<file path="config.mk">
export PLATFORM = sky130hd
export DESIGN_NAME = mux_n_to_1_pipe
export DESIGN_NICKNAME = d
export VERILOG_FILES = /design/src/rtl/mux_n_to_1_pipe.sv
export SDC_FILE = /design/constraint.sdc
export NUM_CORES = 1
export LEC_CHECK = 0
export BUFFER_PORTS_ARGS = -buffer_cell sky130_fd_sc_hd__buf_2
export CELL_PAD_IN_SITES_DETAIL_PLACEMENT = 1
export CELL_PAD_IN_SITES_GLOBAL_PLACEMENT = 1
export CORE_MARGIN = 5
export CORE_UTILIZATION = 40
export DETAILED_ROUTE_END_ITERATION = 6
export GPL_ROUTABILITY_DRIVEN = 0
export PLACE_DENSITY_LB_ADDON = 0.1
export SETUP_SLACK_MARGIN = 0.3
export SYNTH_ARGS = -nofsm -noshare
export SYNTH_HDL_FRONTEND = slang
export SYNTH_SLANG_ARGS = --single-unit
</file>
<file path="constraint.sdc">
create_clock -name clk -period 3.53 [get_ports clk]
set_input_delay 0.5295 -clock clk [delete_from_list [all_inputs] [get_ports clk]]
set_output_delay 0.5295 -clock clk [all_outputs]
set_load 0.05 [all_outputs]
</file>
<file path="src/rtl/mux_n_to_1_pipe.sv">
// mux_n_to_1_pipe
//   Registered N:1 multiplexer with valid/ready flow control. It selects one
//   of N packed WIDTH-bit operands and presents it from a single output
//   register. A one-entry skid register sits behind that output register, so
//   in_ready comes straight from a flop and never depends combinationally on
//   out_ready. In-flight capacity is two beats, and beats leave in the order
//   they arrived.
//
//   Optional feature: define MUX_SEL_ERR_EN to add the sel_err output. It is
//   a flag that travels with each beat and marks beats captured with
//   in_sel >= N. Those beats carry zero data whether or not the macro is
//   defined.
//
// Ports
//   clk        rising-edge clock
//   rst        asynchronous active-high reset
//   in_data    N*WIDTH packed operands, operand k = in_data[k*WIDTH +: WIDTH]
//   in_sel     operand index, sampled with the beat
//   in_valid   upstream beat valid
//   in_ready   block can accept a beat (registered)
//   out_data   selected operand (zero for out-of-range selects)
//   out_sel    in_sel captured with this beat
//   out_valid  out_data/out_sel valid
//   out_ready  downstream accepts the beat
//   sel_err    (MUX_SEL_ERR_EN only) beat was captured with in_sel >= N
module mux_n_to_1_pipe #(
  parameter int WIDTH = 32,
  parameter int N     = 4,
  parameter int SELW  = 2
) (
  input  logic                 clk,
  input  logic                 rst,
  input  logic [N*WIDTH-1:0]   in_data,
  input  logic [SELW-1:0]      in_sel,
  input  logic                 in_valid,
  output logic                 in_ready,
  output logic [WIDTH-1:0]     out_data,
  output logic [SELW-1:0]      out_sel,
  output logic                 out_valid,
  input  logic                 out_ready
`ifdef MUX_SEL_ERR_EN
  ,
  output logic                 sel_err
`endif
);

  if ((2 ** SELW) < N || N < 2 || N > 16) begin : g_param_check
    $error("mux_n_to_1_pipe: need 2 <= N <= 16 and 2**SELW >= N");
  end

  // Only the addressed slice is read, so X on unselected operands cannot
  // reach the result. An out-of-range select yields zero.
  function automatic logic [WIDTH-1:0] select_word(
    input logic [N*WIDTH-1:0] data,
    input logic [SELW-1:0]    sel
  );
    logic [WIDTH-1:0] word;
    word = '0;
    for (int k = 0; k < N; k++) begin
      if (32'(sel) == k) word = data[k*WIDTH +: WIDTH];
    end
    return word;
  endfunction

  logic             main_valid_q, main_valid_d;
  logic [WIDTH-1:0] main_data_q,  main_data_d;
  logic [SELW-1:0]  main_sel_q,   main_sel_d;
  logic             skid_valid_q, skid_valid_d;
  logic [WIDTH-1:0] skid_data_q,  skid_data_d;
  logic [SELW-1:0]  skid_sel_q,   skid_sel_d;
  logic             in_ready_q,   in_ready_d;

  logic             in_xfer, out_xfer;
  logic             main_load_in, main_load_skid, skid_load;
  logic [WIDTH-1:0] in_word;

  assign in_word = select_word(in_data, in_sel);

  always_comb begin
    in_xfer  = in_valid & in_ready_q;
    out_xfer = main_valid_q & out_ready;
    // The skid register is only ever filled while in_ready is low, so an
    // input transfer implies that the skid register is empty.
    main_load_skid = skid_valid_q & out_xfer;
    main_load_in   = in_xfer & (~main_valid_q | out_xfer);
    skid_load      = in_xfer & main_valid_q & ~out_xfer;

    main_valid_d = main_valid_q;
    main_data_d  = main_data_q;
    main_sel_d   = main_sel_q;
    skid_valid_d = skid_valid_q;
    skid_data_d  = skid_data_q;
    skid_sel_d   = skid_sel_q;

    if (main_load_skid) begin
      main_valid_d = 1'b1;
      main_data_d  = skid_data_q;
      main_sel_d   = skid_sel_q;
    end else if (main_load_in) begin
      main_valid_d = 1'b1;
      main_data_d  = in_word;
      main_sel_d   = in_sel;
    end else if (out_xfer) begin
      main_valid_d = 1'b0;
    end

    if (skid_load) begin
      skid_valid_d = 1'b1;
      skid_data_d  = in_word;
      skid_sel_d   = in_sel;
    end else if (main_load_skid) begin
      skid_valid_d = 1'b0;
    end

    in_ready_d = ~skid_valid_d;
  end

  // Output/skid stage register
  always_ff @(posedge clk or posedge rst) begin
    if (rst) begin
      main_valid_q <= 1'b0;
      main_data_q  <= '0;
      main_sel_q   <= '0;
      skid_valid_q <= 1'b0;
      skid_data_q  <= '0;
      skid_sel_q   <= '0;
      in_ready_q   <= 1'b1;
    end else begin
      main_valid_q <= main_valid_d;
      main_data_q  <= main_data_d;
      main_sel_q   <= main_sel_d;
      skid_valid_q <= skid_valid_d;
      skid_data_q  <= skid_data_d;
      skid_sel_q   <= skid_sel_d;
      in_ready_q   <= in_ready_d;
    end
  end

  assign out_valid = main_valid_q;
  assign out_data  = main_data_q;
  assign out_sel   = main_sel_q;
  assign in_ready  = in_ready_q;

`ifdef MUX_SEL_ERR_EN
  function automatic logic sel_out_of_range(input logic [SELW-1:0] sel);
    return 32'(sel) >= 32'(N);
  endfunction

  logic main_err_q, main_err_d;
  logic skid_err_q, skid_err_d;

  // The error flag follows the same moves as the data it describes. It is
  // cleared when the main register empties, so it is high only alongside
  // out_valid.
  always_comb begin
    main_err_d = main_err_q;
    skid_err_d = skid_err_q;
    if (main_load_skid)    main_err_d = skid_err_q;
    else if (main_load_in) main_err_d = sel_out_of_range(in_sel);
    else if (out_xfer)     main_err_d = 1'b0;
    if (skid_load)           skid_err_d = sel_out_of_range(in_sel);
    else if (main_load_skid) skid_err_d = 1'b0;
  end

  // Error flag register
  always_ff @(posedge clk or posedge rst) begin
    if (rst) begin
      main_err_q <= 1'b0;
      skid_err_q <= 1'b0;
    end else begin
      main_err_q <= main_err_d;
      skid_err_q <= skid_err_d;
    end
  end

  assign sel_err = main_err_q;
`endif

endmodule

</file>
==> results.cfg, run 1 <==
[place]
dpl.hpwl_um = 7327
pre_cts_ws_ns = 1.088
dp_cells = 504
portBuffers = 169

[sta]
relSlewSlack = 0.2646
fmax_mhz = 458.3
final.min_clock_period_ns = 2.182
fin_skew_ns = 0.007689
layout_setup_ws_ns = 1.348
rsz0062_at_grt = no
period_share = 0.6181
setup_viol = 0
tightestPinTransition_ns = 1.103
slew_viol_final = 0
tns_ns = 0
timing_hold_violations_final = 0
fin_hold_ws_ns = 0.4071

[clocking]
clockBufferDepth = 2
clkLatencyLatePin_ns = 0.34
cts_resized = 0
cts_tree = built
clockRootBuffer = clkbuf_8
cts_max_level = 3
cts.sinks = 71
cts_buffers = 9
cts_setup_buffers = 0
clk_pin_slew_ns = 0.08
hold_buffers = 0

[global_route]
grt_pass1_vias = 3275
grt_max_degree = 63
grt_remaining_overflow = 0
grtUsageTotal = 0.1841
antenna_found_initial = 2
grt_pass1_wl_um = 16250

[yosys]
syn-cell-area_um2 = 3710
synth_nets = 375
syn_inst = 241
synth-seq-area-share = 0.4793
synth-seq-cells = 71
yosys.cell_types.count = 24
yosys_warnings = 0
syn_area_per_cell_um2 = 15.39

[setup_path]
cp.required_ns = 3.75
cp_num_buf_inv = 0
cp_slowest_cell = nand3_2
cp-start-kind = flop
critPathTopFamily = simple AND/OR/NAND/NOR gates
ff2ff_setup_slack_ns = 1.35
end_kind = flop
reg2reg_from = out_valid
critPathMaxStageDelay_ns = 0.76
arrival_ns = 2.40
regToRegEndpoint = skid_data_q[12]
criticalPathCategory = reg -> reg
r2r_cells = 3
crit_fanout = 34
crit_chain = nor2b_4 > nand3_2 > mux2_2

[drt]
dr.pass1.iters = 4
first_iter_violations = 48
postRouteAntennaNets = 0
routed_wl_um = 10080
drcViolationCount = 0
vias_per_cell = 5.494
wire_per_inst_um = 19.38
vias = 2857

[run]
maxCapViolations = 0

[power_and_ir_drop]
power_density_nw_per_um2 = 851.5
p_leak_uw = 0.002289
max-vdd-ir-drop_mv = 0.3571

[floorplan]
rows = 35
core_um2 = 9153
ios = 170
dieWidth_um = 106.3
die_h_um = 106.3
start_util = 0.4053
die-area_um2 = 11300

[finish]
drive_gt1_frac = 0.6308
utilization = 0.5273
area_delta_synth_final_pct = 30.08
fill_cells = 956
nets = 538
stdcell_count = 520
diodes = 0

[hold_path]
hp-class = in -> async

[outcome]
status = finished, final reports clean
==> cells in the mapped netlist <==
master / n / share of area
buf_2: 15 / 0.020
mux2i_1: 2 / 0.0054
clkbuf_1: 3 / 0.0030
dfstp_2: 1 / 0.0071
nand2_1: 1 / 0.0010
or2_1: 1 / 0.0017
a22o_1: 1 / 0.0024
a221o_1: 32 / 0.086
buf_12: 3 / 0.016
inv_1: 2 / 0.0020
nand2b_1: 1 / 0.0017
and3_1: 1 / 0.0017
dfrtp_1: 70 / 0.47
nor3_2: 1 / 0.0027
buf_6: 1 / 0.0030
mux4_1: 4 / 0.028
mux2_2: 34 / 0.10
o21ai_0: 4 / 0.0054
nor2b_4: 1 / 0.0037
nand3_2: 1 / 0.0027
a22oi_2: 1 / 0.0034
a32o_1: 1 / 0.0027
mux4_2: 28 / 0.17
and2_1: 32 / 0.054
==> through the flow <==
stage	area, µm²	power (µW)
after CTS	4826	4163
after floorplan	3710	2890
final	4826	4109
after detailed placement	4594	3408
after global placement	4594	3331
after global routing	4826	4331
==> kinds of logic after synthesis <==
| kind of cell | count (synthesis) | share of synthesized area |
|---|---|---|
| muxes | 68 | 0.3069 |
| DFF | 71 | 0.4793 |
| AOI/OAI and AO/OA | 39 | 0.1002 |
| buffers and inverters | 24 | 0.04452 |
| and+or+nand+nor | 39 | 0.06914 |
==> final cells by class <==
class / instances / area (µm²) / area share
Timing Repair Buffer: 174 / 895.9 / 0.1856
Clock inverter: 5 / 80.08 / 0.01659
Inverter: 2 / 8.758 / 0.001815
Clock buffer: 11 / 151.4 / 0.03137
Sequential cell: 71 / 1778 / 0.3684
Tap cell: 111 / 138.9 / 0.02878
Multi-Input combinational cell: 146 / 1773 / 0.3674
==> placed cells by master, fill, tap and decap left out, types with 2 or more instances in the layout <==
cell type   netlist  layout
buf_2            15     169
dfrtp_1          70      70
mux2_2           34      34
and2_1           32      32
a221o_1          32      32
mux4_2           28      28
clkbuf_8          0      11
mux4_1            4       4
o21ai_0           4       4
buf_4             0       4
mux2i_1           2       2
clkinv_2          0       2
bufinv_16         0       2
clkinvlp_4        0       2
==> flip-flops by register name, indices dropped and copies added (netlist names) <==
signal,flops
out_data,32
skid_data_q,32
out_sel,2
skid_sel_q,2
in_ready,1
out_valid,1
skid_valid_q,1
==> per-layer routing <==
layer | GRT usage | share of wire
met4 | 0.05273 | 0.0084
met3 | 0.05404 | 0.075
met2 | 0.3222 | 0.53
met1 | 0.2196 | 0.38
met5 | 0 | 0.0034
==> worst max-delay path by stage <==
stage	start	end	slack [ns]	cells past startpoint
floorplan	rst	out_data[0]	1.21	1
global placement	in_sel[0]	out_data[1]	1.14	4
detailed placement	in_sel[0]	out_data[30]	1.09	4
CTS	out_valid	skid_data_q[22]	1.32	3
global route	out_valid	skid_data_q[12]	1.19	3
finish	out_valid	skid_data_q[12]	1.35	3
==> power breakdown <==
group	internal (µW)	switching, µW	total (µW)
Sequential	1230	210	1440
Combinational	698	1230	1920
Clock	435	312	747
Total	2360	1750	4110
Power figures use the tool's default switching activity.
==> run 2: changes to the inputs <==
- ABC_AREA: default -> 1
- CORE_UTILIZATION: 40 -> 30
- clock period: 3.53 -> 1.83 ns (I/O delays scaled with it)
==> run 2 against run 1 <==
Clock skew down 0.0011 ns. Fmax up 52%. Sequential cell count did not move. Sequential power grew 94%. Critical endpoint is now skid_data_q[16]. Synthesized cell count up 150%. Total power grew 100%.
==> results.cfg, run 2 <==
[power_and_ir_drop]
net-switching-power_uw = 3888
power_density_nw_per_um2 = 1548
max-vdd-ir-drop_mv = 0.7194
p_comb_frac = 0.466
swShare = 0.4644
p_leak_uw = 0.002991
internal-power_uw = 4483
power_frac_clock = 0.201
pwr-share-seq = 0.333

[yosys]
synth_edf_count = 0
synthTopCellsByArea = dfrtp_1 43%, nand2_1 22%, nand3_1 8.0%
synth-seq-area-share = 0.4390
synth-seq-cells = 71
syn_area_per_cell_um2 = 6.853
syn-cell-area_um2 = 4050
synth_ff_type = dfrtp_1
netlist.area_leader.share = 0.4325
synth_most_common_cell = nand2_1
synth.top_cells.by_count = 239 x nand2_1, 70 x dfrtp_1, 65 x nand3_1, 64 x nor2_1
yosys_warnings = 0
ys_async_sr_fraction = 1.000
synth_nets = 725
yosys.cell_types.count = 22
synth_top_area_cell = dfrtp_1
syn_inst = 591

[drt]
vias = 4383
dr.pass1.iters = 4
drcViolationCount = 0
postRouteAntennaNets = 0
routed_wl_um = 14350
first_iter_violations = 240
vias_per_cell = 4.733
wire_per_inst_um = 15.50

[clocking]
clockBufferDepth = 2
hold_buffers = 0
clockRootBuffer = clkbuf_16
cts_max_level = 3
cts_buffers = 9
cts_setup_buffers = 0
clk_pin_slew_ns = 0.05
cts_tree = built
clkLatencyLatePin_ns = 0.34
cts.sinks = 71
cts_resized = 0

[sta]
fin_hold_ws_ns = 0.03449
relSlewSlack = 0.5696
rsz0062_at_grt = no
period_share = 0.7825
final.min_clock_period_ns = 1.432
setup_viol = 0
fmax_mhz = 698.4
slew_viol_final = 0
tightestPinTransition_ns = 0.6449
tns_ns = 0
fin_skew_ns = 0.006590
timing_hold_violations_final = 0

[hold_path]
hp-class = in -> async

[global_route]
grt_remaining_overflow = 0
antenna_found_initial = 0
grt_max_degree = 72
grt_pass1_wl_um = 22800
grtUsageTotal = 0.1778
grt_pass1_vias = 4567

[finish]
area_delta_synth_final_pct = 33.55
drive_gt1_frac = 0.2787
multiInputGateArea_um2 = 2049
fill_cells = 1743
regArea_um2 = 1779
nets = 879
layout_common_cells = 237 x nand2_1, 169 x buf_2, 69 x dfrtp_1
diodes = 0
layout_commonest_cell = nand2_1

[floorplan]
die-area_um2 = 15920
start_util = 0.3058
dieWidth_um = 126.2
ios = 170
die_h_um = 126.2
core_um2 = 13240
rows = 42

[setup_path]
end_kind = flop
cp.required_ns = 2.05
regToRegEndpoint = skid_data_q[16]
crit_end = skid_data_q[16]
cp-start-kind = flop
ff2ff_setup_slack_ns = 0.40
crit_fanout = 26
critPathLaunch = out_valid
arrival_ns = 1.65
reg2reg_from = out_valid
criticalPathCategory = reg -> reg
r2r_cells = 7

[place]
dpl.hpwl_um = 10210
portBuffers = 169

[outcome]
status = finished, final reports clean

[run]
maxCapViolations = 0
[run 2: changes by cell type after synthesis, moves of 28 or more]
cell     delta
mux4_2     -28
nand3_1    +65
mux2_2     -34
and2_1     -32
a221o_1    -32
o21ai_0    +29
nor2_1     +64
o21ai_1    +33
nand2_1   +238
[run 2: power by group through the flow]
stage | logic [µW] | registers [µW] | clock network, µW
floorplan | 1550 | 4060 | 0
global placement | 3830 | 2780 | 0
detailed placement | 3920 | 2810 | 0
CTS | 3940 | 2790 | 1740
global route | 4310 | 2890 | 1810
finish | 3900 | 2790 | 1680
[run 2: cells by family (layout without fill, tap and decap cells)]
| family | Yosys count | count (layout) | synth area share |
|---|---|---|---|
| compound gates | 69 | 69 | 0.08650 |
| buf+inv | 48 | 207 | 0.05746 |
| flops | 71 | 71 | 0.4390 |
| simple gates | 403 | 403 | 0.4171 |
[run 2: final cells by class]
cell class                 instances  share of cell area
clock buffer                      16             0.05205
inverter                           8            0.006708
multi-input combinational        472              0.3789
sequential                        71              0.3289
tap                              176             0.04071
timing repair buffer             183              0.1927
[run 2: worst max-delay path: stages (launching register included)]
cell and delay [ns]:
dfrtp_2 0.39, inv_1 0.05, or2_4 0.25, nor2_4 0.15, inv_4 0.12, clkbuf_16 0.22
nand2_1 0.07, o21ai_1 0.05
[run 2: metrics by stage]
step                      cells  worst slack (ns)  total power [µW]  utilization  cell area, µm²
final                       926            0.3981              8371       0.4084            5409
after global routing        926            0.3143              9002       0.4084            5409
after CTS                   925            0.3146              8470       0.4055            5370
after detailed placement    909            0.1707              6729       0.3843            5089
after global placement      909            0.1586              6607       0.3843            5089
after floorplan             591            0.3248              5615            -            4058
[run 2: layer usage]
layer | GRT usage | wire length, µm
met5 | 0 | 0
met4 | 0.04984 | 182
met3 | 0.04615 | 796
met2 | 0.2873 | 6702
met1 | 0.2360 | 6670
[run 2: worst min path at each step]
| stage | from | to |
|---|---|---|
| finish | rst | out_data[6] |
| global route | rst | out_data[6] |
| CTS | rst | out_data[6] |
| detailed placement | rst | out_data[6] |
| global placement | rst | out_data[5] |
| floorplan | out_ready | in_ready |
==> run 3: changes to the inputs <==
- ABC_AREA: 1 -> 0
- CORE_UTILIZATION: 30 -> 33
- clock period: 1.83 -> 1.2 ns (I/O delays scaled with it)
==> run 3 against run 2 <==
The run now ends with hold timing, setup timing left. Setup slack lost 0.79 ns. Die area is 15% lower. Final area grew 5.3%. Non-clock buffer count is 35 higher. Via count is 31% lower. Critical path type unchanged.
==> results.cfg, run 3 (synthesized netlist as in run 1, its figures left out) <==
[setup_path]
cp_slowest_cell = dfstp_4
crit_fanout = 14
regToRegEndpoint = out_data[30]
cp-start-kind = flop
criticalPathCategory = reg -> reg
critPathMaxStageDelay_ns = 0.61
cp_num_buf_inv = 1
end_kind = flop
crit_chain = a22oi_2 > or2_4 > buf_12 > a221o_1
r2r_cells = 4
ff2ff_setup_slack_ns = -0.39
cp.required_ns = 1.40
critPathTopFamily = flip-flops
reg2reg_from = in_ready
arrival_ns = 1.79

[floorplan]
rows = 38
ios = 170
die_h_um = 116.0
start_util = 0.3392
die-area_um2 = 13460
core_um2 = 10940
dieWidth_um = 116.0

[drt]
routed_wl_um = 11410
first_iter_violations = 80
vias_per_cell = 5.122
wire_per_inst_um = 19.28
postRouteAntennaNets = 0
drcViolationCount = 0
dr.pass1.iters = 4
vias = 3032

[finish]
area_delta_synth_final_pct = 53.49
drive_gt1_frac = 0.6814
nets = 582
fill_cells = 1149
fin_area_um2 = 5694
diodes = 0
utilization = 0.5207
layout_common_cells = 133 x buf_2, 69 x dfrtp_1, 36 x buf_6, 36 x buf_4, 34 x mux2_2
layout_commonest_cell = buf_2

[sta]
layout_setup_ws_ns = -0.3880
relSlewSlack = 0.6741
period_share = 1.323
timing_hold_violations_final = 12
fmax_mhz = 629.7
setup_viol = 71
final.min_clock_period_ns = 1.588
fin_skew_ns = 0.006495
fin_hold_ws_ns = -0.1145
slew_viol_final = 0
rsz0062_at_grt = yes
tightestPinTransition_ns = 0.4878

[power_and_ir_drop]
p_leak_uw = 0.002675
max-vdd-ir-drop_mv = 1.280
power_density_nw_per_um2 = 2643

[global_route]
grt_remaining_overflow = 0
grt_max_degree = 35
grtUsageTotal = 0.1743
grt_pass1_vias = 3539
antenna_found_initial = 0
grt_pass1_wl_um = 17890

[clocking]
cts_max_level = 3
cts_buffers = 9
clkLatencyLatePin_ns = 0.32
cts_tree = built
clk_pin_slew_ns = 0.06
clockRootBuffer = clkbuf_16
clockBufferDepth = 2
cts.sinks = 71

[hold_path]
hp-class = in -> async

[place]
dpl.hpwl_um = 8258
place_area_um2 = 4898
portBuffers = 169

[run]
maxCapViolations = 0

[outcome]
violations = hold timing, setup timing
status = finished with violations
==> run 3: cell types whose count changed in the layout (fill, tap and decap cells not counted), moves of 34 or more <==
cell / delta
buf_6: +35
nor2_1: -64
buf_2: -36
mux2_2: +34
nand3_1: -64
nand2_1: -236
==> run 3: layer usage <==
metal | up-vias | GRT usage | share of wire
met4 | 0 | 0.04176 | 0.011
met5 | - | 0 | 0
li1 | 1378 | - | -
met1 | 1536 | 0.2061 | 0.39
met3 | 8 | 0.04439 | 0.078
met2 | 110 | 0.3168 | 0.52
==> run 3: worst max path at each step <==
stage	startpoint	to	slack (ns)	cells after the start
after floorplan	in_ready	out_data[10]	-0.53	5
after global placement	in_sel[0]	out_data[14]	-0.39	4
after detailed placement	in_sel[0]	out_data[19]	-0.46	4
after CTS	in_ready	out_data[30]	-0.39	4
after global routing	in_ready	out_data[30]	-0.42	4
final	in_ready	out_data[30]	-0.39	4
==> run 3: final cells by class <==
type,count,area [µm²],share of cell area
clock buffers,9,225.2,0.03955
repair buffers,218,1604,0.2817
multi-input cells,146,1785,0.3136
well taps,140,175.2,0.03076
inverters,2,11.26,0.001978
flip-flops and latches,71,1783,0.3131
clock inverters,6,110.1,0.01934
==> run 3: what timing repair did <==
item                       4_1_cts  5_1_grt
gates resized for setup         78        4
buffers inserted                20        5
setup endpoints to repair      107      107
hold endpoints to repair        12       12
pin swaps                        1        1
cloned                           1        0
==> run 3: worst register-to-register path, delay by kind of cell, from the launching register on <==
kind	cells	cell delay (ns)
compound gates	2	0.41
buf+inv	1	0.17
flops	1	0.61
simple gates	1	0.28
==> run 3: stage by stage <==
stage          hold slack (ns)  cells  total power [µW]  worst slack (ns)  setup TNS [ns]
2_1_floorplan           0.3259    241              8631           -0.5256          -27.59
3_3_place_gp            0.2309    551             10280           -0.3934          -21.25
3_5_place_dp            0.2354    551             10500           -0.4551          -23.19
4_1_cts                -0.1101    587             15060           -0.3895          -22.87
5_1_grt               -0.08878    592             15810           -0.4202          -24.84
6_report               -0.1145    592             15050           -0.3880          -22.46
==> run 3: report_power, final <==
part / switching, µW / total (µW) / internal (µW)
Combinational: 3970 / 7670 / 3700
Sequential: 729 / 4370 / 3640
Clock: 1000 / 3010 / 2010
Total: 5700 / 15000 / 9350
